[config.mk]
export PLATFORM = sky130hd
export DESIGN_NAME = lcd_bus_arbiter
export DESIGN_NICKNAME = d
export VERILOG_FILES = /design/src/rtl/lcd_bus_arbiter.sv
export SDC_FILE = /design/constraint.sdc
export NUM_CORES = 1
export LEC_CHECK = 0
export BUFFER_PORTS_ARGS = -buffer_cell sky130_fd_sc_hd__buf_2
export CORE_MARGIN = 2
export CORE_UTILIZATION = 56
export DETAILED_ROUTE_END_ITERATION = 16
export PLACE_DENSITY = 0.79
export SETUP_SLACK_MARGIN = 0.1
export SYNTH_ARGS = -nofsm -noshare
export SYNTH_HDL_FRONTEND = slang
export SYNTH_SLANG_ARGS = --single-unit
[constraint.sdc]
create_clock -name clk -period 3.14 [get_ports clk]
set_input_delay 0.314 -clock clk [delete_from_list [all_inputs] [get_ports clk]]
set_output_delay 0.314 -clock clk [all_outputs]
set_load 0.02 [all_outputs]
[src/rtl/lcd_bus_arbiter.sv]
// Purpose: single owner of an HD44780-style character LCD bus; runs the power-on
//          init sequence, then round-robins writes from two requesters onto the bus.
// Latency: grant one cycle after req in idle; write = 2*PHASE_CYC + hold + 1 (ack) cycles.
// Backpressure: req is held until its one-cycle ack; at most one write in flight,
//               and one forced idle cycle follows every write.
//
// Ports:
//   clk, rst        system clock, synchronous active-high reset
//   req0/cmd0/ack0  requester 0: request, {rs,data}, completion pulse
//   req1/cmd1/ack1  requester 1: request, {rs,data}, completion pulse
//   init_done       set after the last init write, cleared only by reset
//   busy            high whenever the sequencer is not idle
//   grant_id        requester currently or most recently served
//   lcd_rs/rw/e     LCD control pins (rw tied low, write only)
//   lcd_data        LCD data bus
module lcd_bus_arbiter #(
  parameter int unsigned PHASE_CYC     = 50_000,
  parameter int unsigned INIT_WAIT_CYC = 1_000_000,
  parameter int unsigned CLEAR_CYC     = 100_000
) (
  input  logic       clk,
  input  logic       rst,
  input  logic       req0,
  input  logic [8:0] cmd0,
  output logic       ack0,
  input  logic       req1,
  input  logic [8:0] cmd1,
  output logic       ack1,
  output logic       init_done,
  output logic       busy,
  output logic       grant_id,
  output logic       lcd_rs,
  output logic       lcd_rw,
  output logic       lcd_e,
  output logic [7:0] lcd_data
);

  typedef enum logic [2:0] {
    S_PWR_WAIT,
    S_SETUP,
    S_PULSE,
    S_HOLD,
    S_DONE,
    S_IDLE
  } state_t;

  state_t      state;
  state_t      state_nxt;
  logic [31:0] cnt;
  logic [31:0] cnt_nxt;
  logic [31:0] hold_len;
  logic [1:0]  init_idx;
  logic [1:0]  init_idx_nxt;
  logic        init_done_nxt;
  logic        grant_nxt;
  logic        pick;
  logic        load;
  logic [8:0]  load_cmd;

  // Power-on init commands, all with rs=0: function set 8-bit/2-line,
  // display on, entry mode increment, clear display.
  function automatic logic [8:0] init_cmd(input logic [1:0] idx);
    logic [8:0] c;
    case (idx)
      2'd0:    c = 9'h038;
      2'd1:    c = 9'h00C;
      2'd2:    c = 9'h006;
      default: c = 9'h001;
    endcase
    return c;
  endfunction

  // Clear (0x01) and home (0x02) take far longer inside the LCD controller,
  // so their hold phase is stretched. The bus registers already hold the
  // command being written, so they select the hold length directly.
  assign hold_len = (!lcd_rs && (lcd_data == 8'h01 || lcd_data == 8'h02)) ?
                    CLEAR_CYC : PHASE_CYC;

  always_ff @(posedge clk) begin
    if (rst) begin
      state     <= S_PWR_WAIT;
      cnt       <= '0;
      init_idx  <= '0;
      init_done <= 1'b0;
      grant_id  <= 1'b1;
      lcd_rs    <= 1'b0;
      lcd_data  <= '0;
    end else begin
      state     <= state_nxt;
      cnt       <= cnt_nxt;
      init_idx  <= init_idx_nxt;
      init_done <= init_done_nxt;
      grant_id  <= grant_nxt;
      // rs/data only change on entry to S_SETUP and otherwise hold.
      if (load) begin
        lcd_rs   <= load_cmd[8];
        lcd_data <= load_cmd[7:0];
      end
    end
  end

  always_comb begin
    state_nxt     = state;
    cnt_nxt       = cnt + 32'd1;
    init_idx_nxt  = init_idx;
    init_done_nxt = init_done;
    grant_nxt     = grant_id;
    pick          = 1'b0;
    load          = 1'b0;
    load_cmd      = '0;

    case (state)
      S_PWR_WAIT: begin
        if (cnt == INIT_WAIT_CYC - 1) begin
          state_nxt    = S_SETUP;
          cnt_nxt      = '0;
          init_idx_nxt = 2'd0;
          load         = 1'b1;
          load_cmd     = init_cmd(2'd0);
        end
      end

      S_SETUP: begin
        if (cnt == PHASE_CYC - 1) begin
          state_nxt = S_PULSE;
          cnt_nxt   = '0;
        end
      end

      S_PULSE: begin
        if (cnt == PHASE_CYC - 1) begin
          state_nxt = S_HOLD;
          cnt_nxt   = '0;
        end
      end

      S_HOLD: begin
        if (cnt == hold_len - 32'd1) begin
          state_nxt = S_DONE;
          cnt_nxt   = '0;
        end
      end

      S_DONE: begin
        cnt_nxt = '0;
        if (!init_done) begin
          if (init_idx == 2'd3) begin
            init_done_nxt = 1'b1;
            state_nxt     = S_IDLE;
          end else begin
            init_idx_nxt = init_idx + 2'd1;
            load         = 1'b1;
            load_cmd     = init_cmd(init_idx + 2'd1);
            state_nxt    = S_SETUP;
          end
        end else begin
          // No grant here: a req still high during its ack cycle is only
          // seen again after a full idle cycle, so it cannot be re-served.
          state_nxt = S_IDLE;
        end
      end

      S_IDLE: begin
        cnt_nxt = '0;
        if (req0 || req1) begin
          // grant_id doubles as the last-served pointer: on a tie the
          // other requester wins.
          pick      = (req0 && req1) ? ~grant_id : req1;
          grant_nxt = pick;
          load      = 1'b1;
          load_cmd  = pick ? cmd1 : cmd0;
          state_nxt = S_SETUP;
        end
      end

      default: begin
        state_nxt = S_PWR_WAIT;
        cnt_nxt   = '0;
      end
    endcase
  end

  // The init writes run with init_done low, so a DONE cycle with init_done
  // high always belongs to a requester write.
  assign ack0   = (state == S_DONE) && init_done && !grant_id;
  assign ack1   = (state == S_DONE) && init_done &&  grant_id;
  assign busy   = (state != S_IDLE);
  assign lcd_e  = (state == S_PULSE);
  assign lcd_rw = 1'b0;

endmodule

### Word-level counts from Yosys, hierarchy flattened

Cells that the tools add are included.
Widths: inputs -> output; s select.

| word-level totals | value |
|---|---|
| output and inout bits | 16 |
| logic and storage cells | 80 |
| bits in registers | 48 |

| cells by class | value |
|---|---|
| mux-type cells | 32 |
| add/subtract/negate cells | 3 |
| bitwise logic cells | 1 |
| reductions and logical operators | 16 |
| eq/ne operators | 21 |

Operators with widths:

| operator | count |
|---|---|
| $mux 32 | 3 |
| $pmux 32 s3 | 1 |
| $add 32x1->32 const B | 1 |
| $eq 32x16->1 const B | 1 |
| $eq 32x20->1 const B | 1 |
| $eq 32x32->1 | 1 |
| $pmux 9 s3 | 1 |
| $mux 3 | 7 |
| $mux 6 | 3 |
| $mux 9 | 2 |
| $pmux 3 s6 | 1 |
| $pmux 6 s3 | 1 |
| $sub 17x1->18 const B | 1 |
| $mux 17 | 1 |
| $ne 2x2->1 const B | 6 |
| $eq 8x1->1 const B | 1 |
| $eq 8x2->1 const B | 1 |
| $mux 1 | 7 |
| $eq 3x2->1 const B | 2 |
| $eq 3x3->1 const B | 2 |
| $mux 2 | 3 |
| $logic_and 1x1->1 | 5 |
| $reduce_and 5->1 | 1 |
| $eq 2x2->1 const B | 2 |
| 16 further kinds | 18 |

### Logic depth before layout (Yosys ltp)

| logic depth | value |
|---|---|
| depth after elaboration | 8 |
| depth in mapped cells | 8 |
| depth with buffers taken out | 7 |

### Worst setup path before layout

Ideal clock, no wire load.

| path | value |
|---|---|
| path kind | register to register |
| start point | register cnt[14] |
| end point | register lcd_data[1] |
| cell stages (with the launch flop) | 8 |
| path buffers | 1 |
| data arrival time | 2088 ps |
| library setup time | 128 ps |
| path slack | 924 ps |
| path through | dfxtp_1 or3b_1 or4_1 or4b_4 nor2b_4 buf_6 mux2i_1 nor2_1 |

| on the way | value |
|---|---|
| cells in the longest elaborated chain, start to end | 3 |

Ends and longest elaborated chain:

| element | line | source |
|---|---|---|
| from (decl) | 49 | `logic [31:0] cnt;` |
| from (signal assigned) | 90 | `cnt <= cnt_nxt;` |
| $eq 32x20->1 | 114 | `if (cnt == INIT_WAIT_CYC - 1) begin` |
| $mux 1 | 114 |  |
| $pmux 1 s3 | 112 | `case (state)` |
| to (signal assigned) | 97 | `lcd_data <= load_cmd[7:0];` |
| to (decl) | 35 | `output logic [7:0] lcd_data` |

No other way between the ends.
A chain may end at the register's enable or synchronous reset.

### Final worst setup path

| path | value |
|---|---|
| start point | register cnt[14] |
| end point | register cnt[28] |

| on the way | value |
|---|---|
| cells in the longest elaborated chain, start to end | 3 |
| elaborated cells between the ends (all ways) | 8 |
| those cells by class | add/sub (1); eq/ne (3); mux (4) |

Ends and longest elaborated chain:

| element | line | source |
|---|---|---|
| $add 32x1->32 (tied with other cells) | 104 | `cnt_nxt = cnt + 32'd1;` |
| $mux 32, on equally long branches | n/a |  |
| $pmux 32 s3 * | 112 |  |

Mark *: on every way between the ends. The rest lies on a longest branch, timed or not.

==> flow_summary_export.csv <==
group,metric,value,unit
critical_path,startpoint_type,"flop",
final_layout,fin_nets,365,
routing,dr.first_iter.drc_count,104,
sta,fin_crit,2.37,ns
critical_path,r2r_start,"cnt[14]$_SDFF_PP0_",
logic_synthesis,syn_area,0.00253,sq mm
routing,vias,2190,
logic_synthesis,synth_top_area_share,38.0,%
sta,fin_crit_sh,75.6,%
final_layout,final_cell_area,0.00282,sq mm
power_and_ir_drop,switchingPower,0.378,mW
power_and_ir_drop,seqPwrFrac,52.3,%
logic_synthesis,ys.flop_type,"dfxtp_1",
final_layout,drive_gt1_share,16.0,%
critical_path,crit_fanout,31,
clock_network,post_cts_buffers,0,
power_and_ir_drop,vdd_ir_drop_max,0.309,mV
power_and_ir_drop,finalPower,1.28,mW
logic_synthesis,syn-num-nets,333,
hold_path,hold_depth,5,
floorplan,die_height,71.2,um
placement,dp_cells,382,
logic_synthesis,synth_seq_area_share,38.0,%
sta,tns,0,ns
power_and_ir_drop,p_leak,1.08,nW
placement,port_buffers,36,
grt,grt-ovfl-total,0,
sta,relSlewSlack,54.9,%
floorplan,start_util,58.1,%
logic_synthesis,synth-edff-count,0,
power_and_ir_drop,pwr_density_cell,454,mW/mm^2
final_layout,finalNonFillerCells,390,
critical_path,criticalPathCategory,"reg2reg",
power_and_ir_drop,intPower,0.902,mW
clock_network,clk_pin_slew,0.09,ns
logic_synthesis,synth_top_area_cell,"dfxtp_1",
clock_network,ctsResizeCount,0,
logic_synthesis,synth-warning-count,0,
placement,preCtsSetupSlack,0.793,ns
job,cap_violations,0,
floorplan,design.die.area,0.00507,sq mm
logic_synthesis,yosysUniqueCellTypes,51,
placement,dp_hpwl,3820,um
final_layout,utilization,64.7,%
sta,maxSlewViolCount,0,
hold_path,hold_end,"lcd_data[6]$_SDFFE_PP0P_",
routing,drtPass1Iterations,4,
floorplan,die_x,71.2,um
floorplan,core,0.00435,sq mm
sta,worst_pin_slew,0.671,ns
logic_synthesis,syn_inst,305,
power_and_ir_drop,p_comb_share,17.7,%
logic_synthesis,syn_area_per_cell,8.29,sq um
final_layout,fillCellCount,393,
logic_synthesis,yosys-top-cells-area,"dfxtp_1, nor2_1, xor2_1",
clock_network,cts_tree,"yes",
routing,wl_per_cell,13.2,um
routing,viasPerCell,5.62,
grt,antenna_found_initial,0,
logic_synthesis,ys_ff_latch,48,
placement,place.gp.congestion,0.797,
power_and_ir_drop,clkPwrFrac,30.0,%
sta,holdWs,0.371,ns
placement,placed_area,0.00273,sq mm
sta,max_freq,421,MHz
clock_network,cts_root_buf,"clkbuf_8",
clock_network,holdBufCountCts,0,
grt,grt_max_degree,32,
critical_path,max_stage_delay,0.41,ns
floorplan,rows,24,
logic_synthesis,async_reset_ff_share,0,%
critical_path,rrSetupSlack,0.77,ns
power_and_ir_drop,p_sw_share,29.5,%
sta,hold_viol,0,
critical_path,endpoint_kind,"flop",
critical_path,reg2reg_depth,7,
critical_path,r2r-end,"cnt[28]$_SDFF_PP0_",
status,status,"completed",
grt,grt_first_pass_wirelength,8780,um
sta,rsz0062_at_grt,"false",
clock_network,cts_sinks,48,
clock_network,worstSkewPairLatency,0.31,ns
critical_path,cp_cell_sequence,"or3b_1 -> nor4_1 -> a31oi_1 -> a21oi_1 -> a211o_1 -> buf_4 -> nor2_1",
hold_path,min_from,"cmd0[6]",
clock_network,cts.path.max_buffers,2,
clock_network,htree_levels,2,
grt,grt_pass1_vias,2012,
routing,routed_wl,5130,um
sta,fin_skew,0.00936,ns
critical_path,required,3.32,ns
grt,grt_usage,21.7,%
sta,setup_viol,0,
hold_path,hold_class,"in2reg",
floorplan,num_io_pins,38,
clock_network,cts_buffers,5,
routing,antenna_left,0,
final_layout,areaGrowthSynthToFinish,11.4,%
critical_path,crit_slowest_cell,"dfxtp_1",
sta,fin_ws,0.767,ns
critical_path,critPathArrivalTime,2.56,ns
final_layout,n_antenna_cell,0,
routing,route.detailed.drc,0,
==> critical path: cells and delay by family, from the launching register on <==
family / cells / cell delay [ns]
AOI/OAI and AO/OA: 3 / 0.68
DFF: 1 / 0.41
buffers and inverters: 1 / 0.29
and+or+nand+nor: 3 / 0.86
==> placed cells by master (no fill, tap or decap), types with 2 or more instances in the layout <==
cell	n
a21oi_1	15
and3_1	5
nand3b_1	2
nor3_1	8
nand4_1	14
nor2_1	58
nor4_1	7
o211ai_1	3
clkbuf_8	6
buf_4	2
ha_1	6
nand3_1	15
buf_2	36
xnor2_1	15
dfxtp_1	48
a31oi_1	2
clkinv_2	2
nand2_1	17
nor3b_1	2
xor2_1	18
nor4b_1	2
and4_1	3
or3b_1	2
inv_1	5
o21ai_0	6
mux2i_1	11
or3_1	2
and2_1	2
o21ai_1	2
and4b_1	2
nor2b_1	2
==> power by group through the flow <==
| stage | registers [mW] | clock network, mW | logic (mW) |
|---|---|---|---|
| final | 0.669 | 0.383 | 0.227 |
| after global routing | 0.675 | 0.410 | 0.261 |
| after CTS | 0.669 | 0.389 | 0.229 |
| after detailed placement | 0.683 | 0 | 0.226 |
| after global placement | 0.684 | 0 | 0.226 |
| after floorplan | 0.662 | 0 | 0.194 |
==> cells by family (layout without fill, tap and decap cells) <==
group	Yosys count	in the layout	synth area share, %
other	1	1	0.148
buffers and inverters	19	52	3.41
adder cells (fa/ha/maj)	6	6	2.97
AO/OA/AOI/OAI	35	35	8.31
multiplexers	11	11	4.35
flip-flops	48	48	38.0
XOR/XNOR	33	33	11.4
AND/OR/NAND/NOR	152	152	31.4
==> cell type report <==
| type | instances | area, sq um | area share (%) |
|---|---|---|---|
| Clock inverter | 2 | 10.0 | 0.355 |
| Inverter | 6 | 22.5 | 0.799 |
| Multi-Input combinational cell | 238 | 1480 | 52.6 |
| Timing Repair Buffer | 38 | 195 | 6.92 |
| Tap cell | 52 | 65.1 | 2.31 |
| Sequential cell | 48 | 961 | 34.1 |
| Clock buffer | 6 | 82.6 | 2.93 |
==> cell usage after synthesis (all sizes together), types with 5 or more instances <==
master / n
nand3: 15
ha: 6
nand2: 18
nor3: 8
nor2: 58
dfxtp: 48
buf: 6
a21oi: 15
o21ai: 8
clkbuf: 7
xor2: 18
nand4: 14
xnor2: 15
and3: 5
mux2i: 11
nor4: 8
inv: 6
==> flip-flops by register name, indices dropped and copies added, names as in the netlist <==
| name | cells |
|---|---|
| grant_id | 1 |
| lcd_data | 8 |
| cnt | 32 |
| lcd_rs | 1 |
| init_idx | 2 |
| init_done | 1 |
| state | 3 |
==> worst max-delay path by stage <==
stage | startpoint | end | slack (ns) | cells past startpoint
global placement | cnt[14]$_SDFF_PP0_ | cnt[17]$_SDFF_PP0_ | 0.87 | 7
CTS | cnt[14]$_SDFF_PP0_ | cnt[28]$_SDFF_PP0_ | 0.77 | 7
global route | cnt[14]$_SDFF_PP0_ | cnt[19]$_SDFF_PP0_ | 0.45 | 7
detailed placement | cnt[14]$_SDFF_PP0_ | cnt[6]$_SDFF_PP0_ | 0.79 | 7
floorplan | cnt[14]$_SDFF_PP0_ | lcd_data[1]$_SDFFE_PP0P_ | 0.92 | 7
finish | cnt[14]$_SDFF_PP0_ | cnt[28]$_SDFF_PP0_ | 0.77 | 7
==> routing by layer <==
layer	part of all wire, %	track usage (%)	up-vias
li1	-	-	1128
met1	46	26.2	1013
met2	48	37.9	43
met3	5.1	4.50	6
met4	1.5	8.39	0
met5	0	0	-
Power figures use the tool's default switching activity.
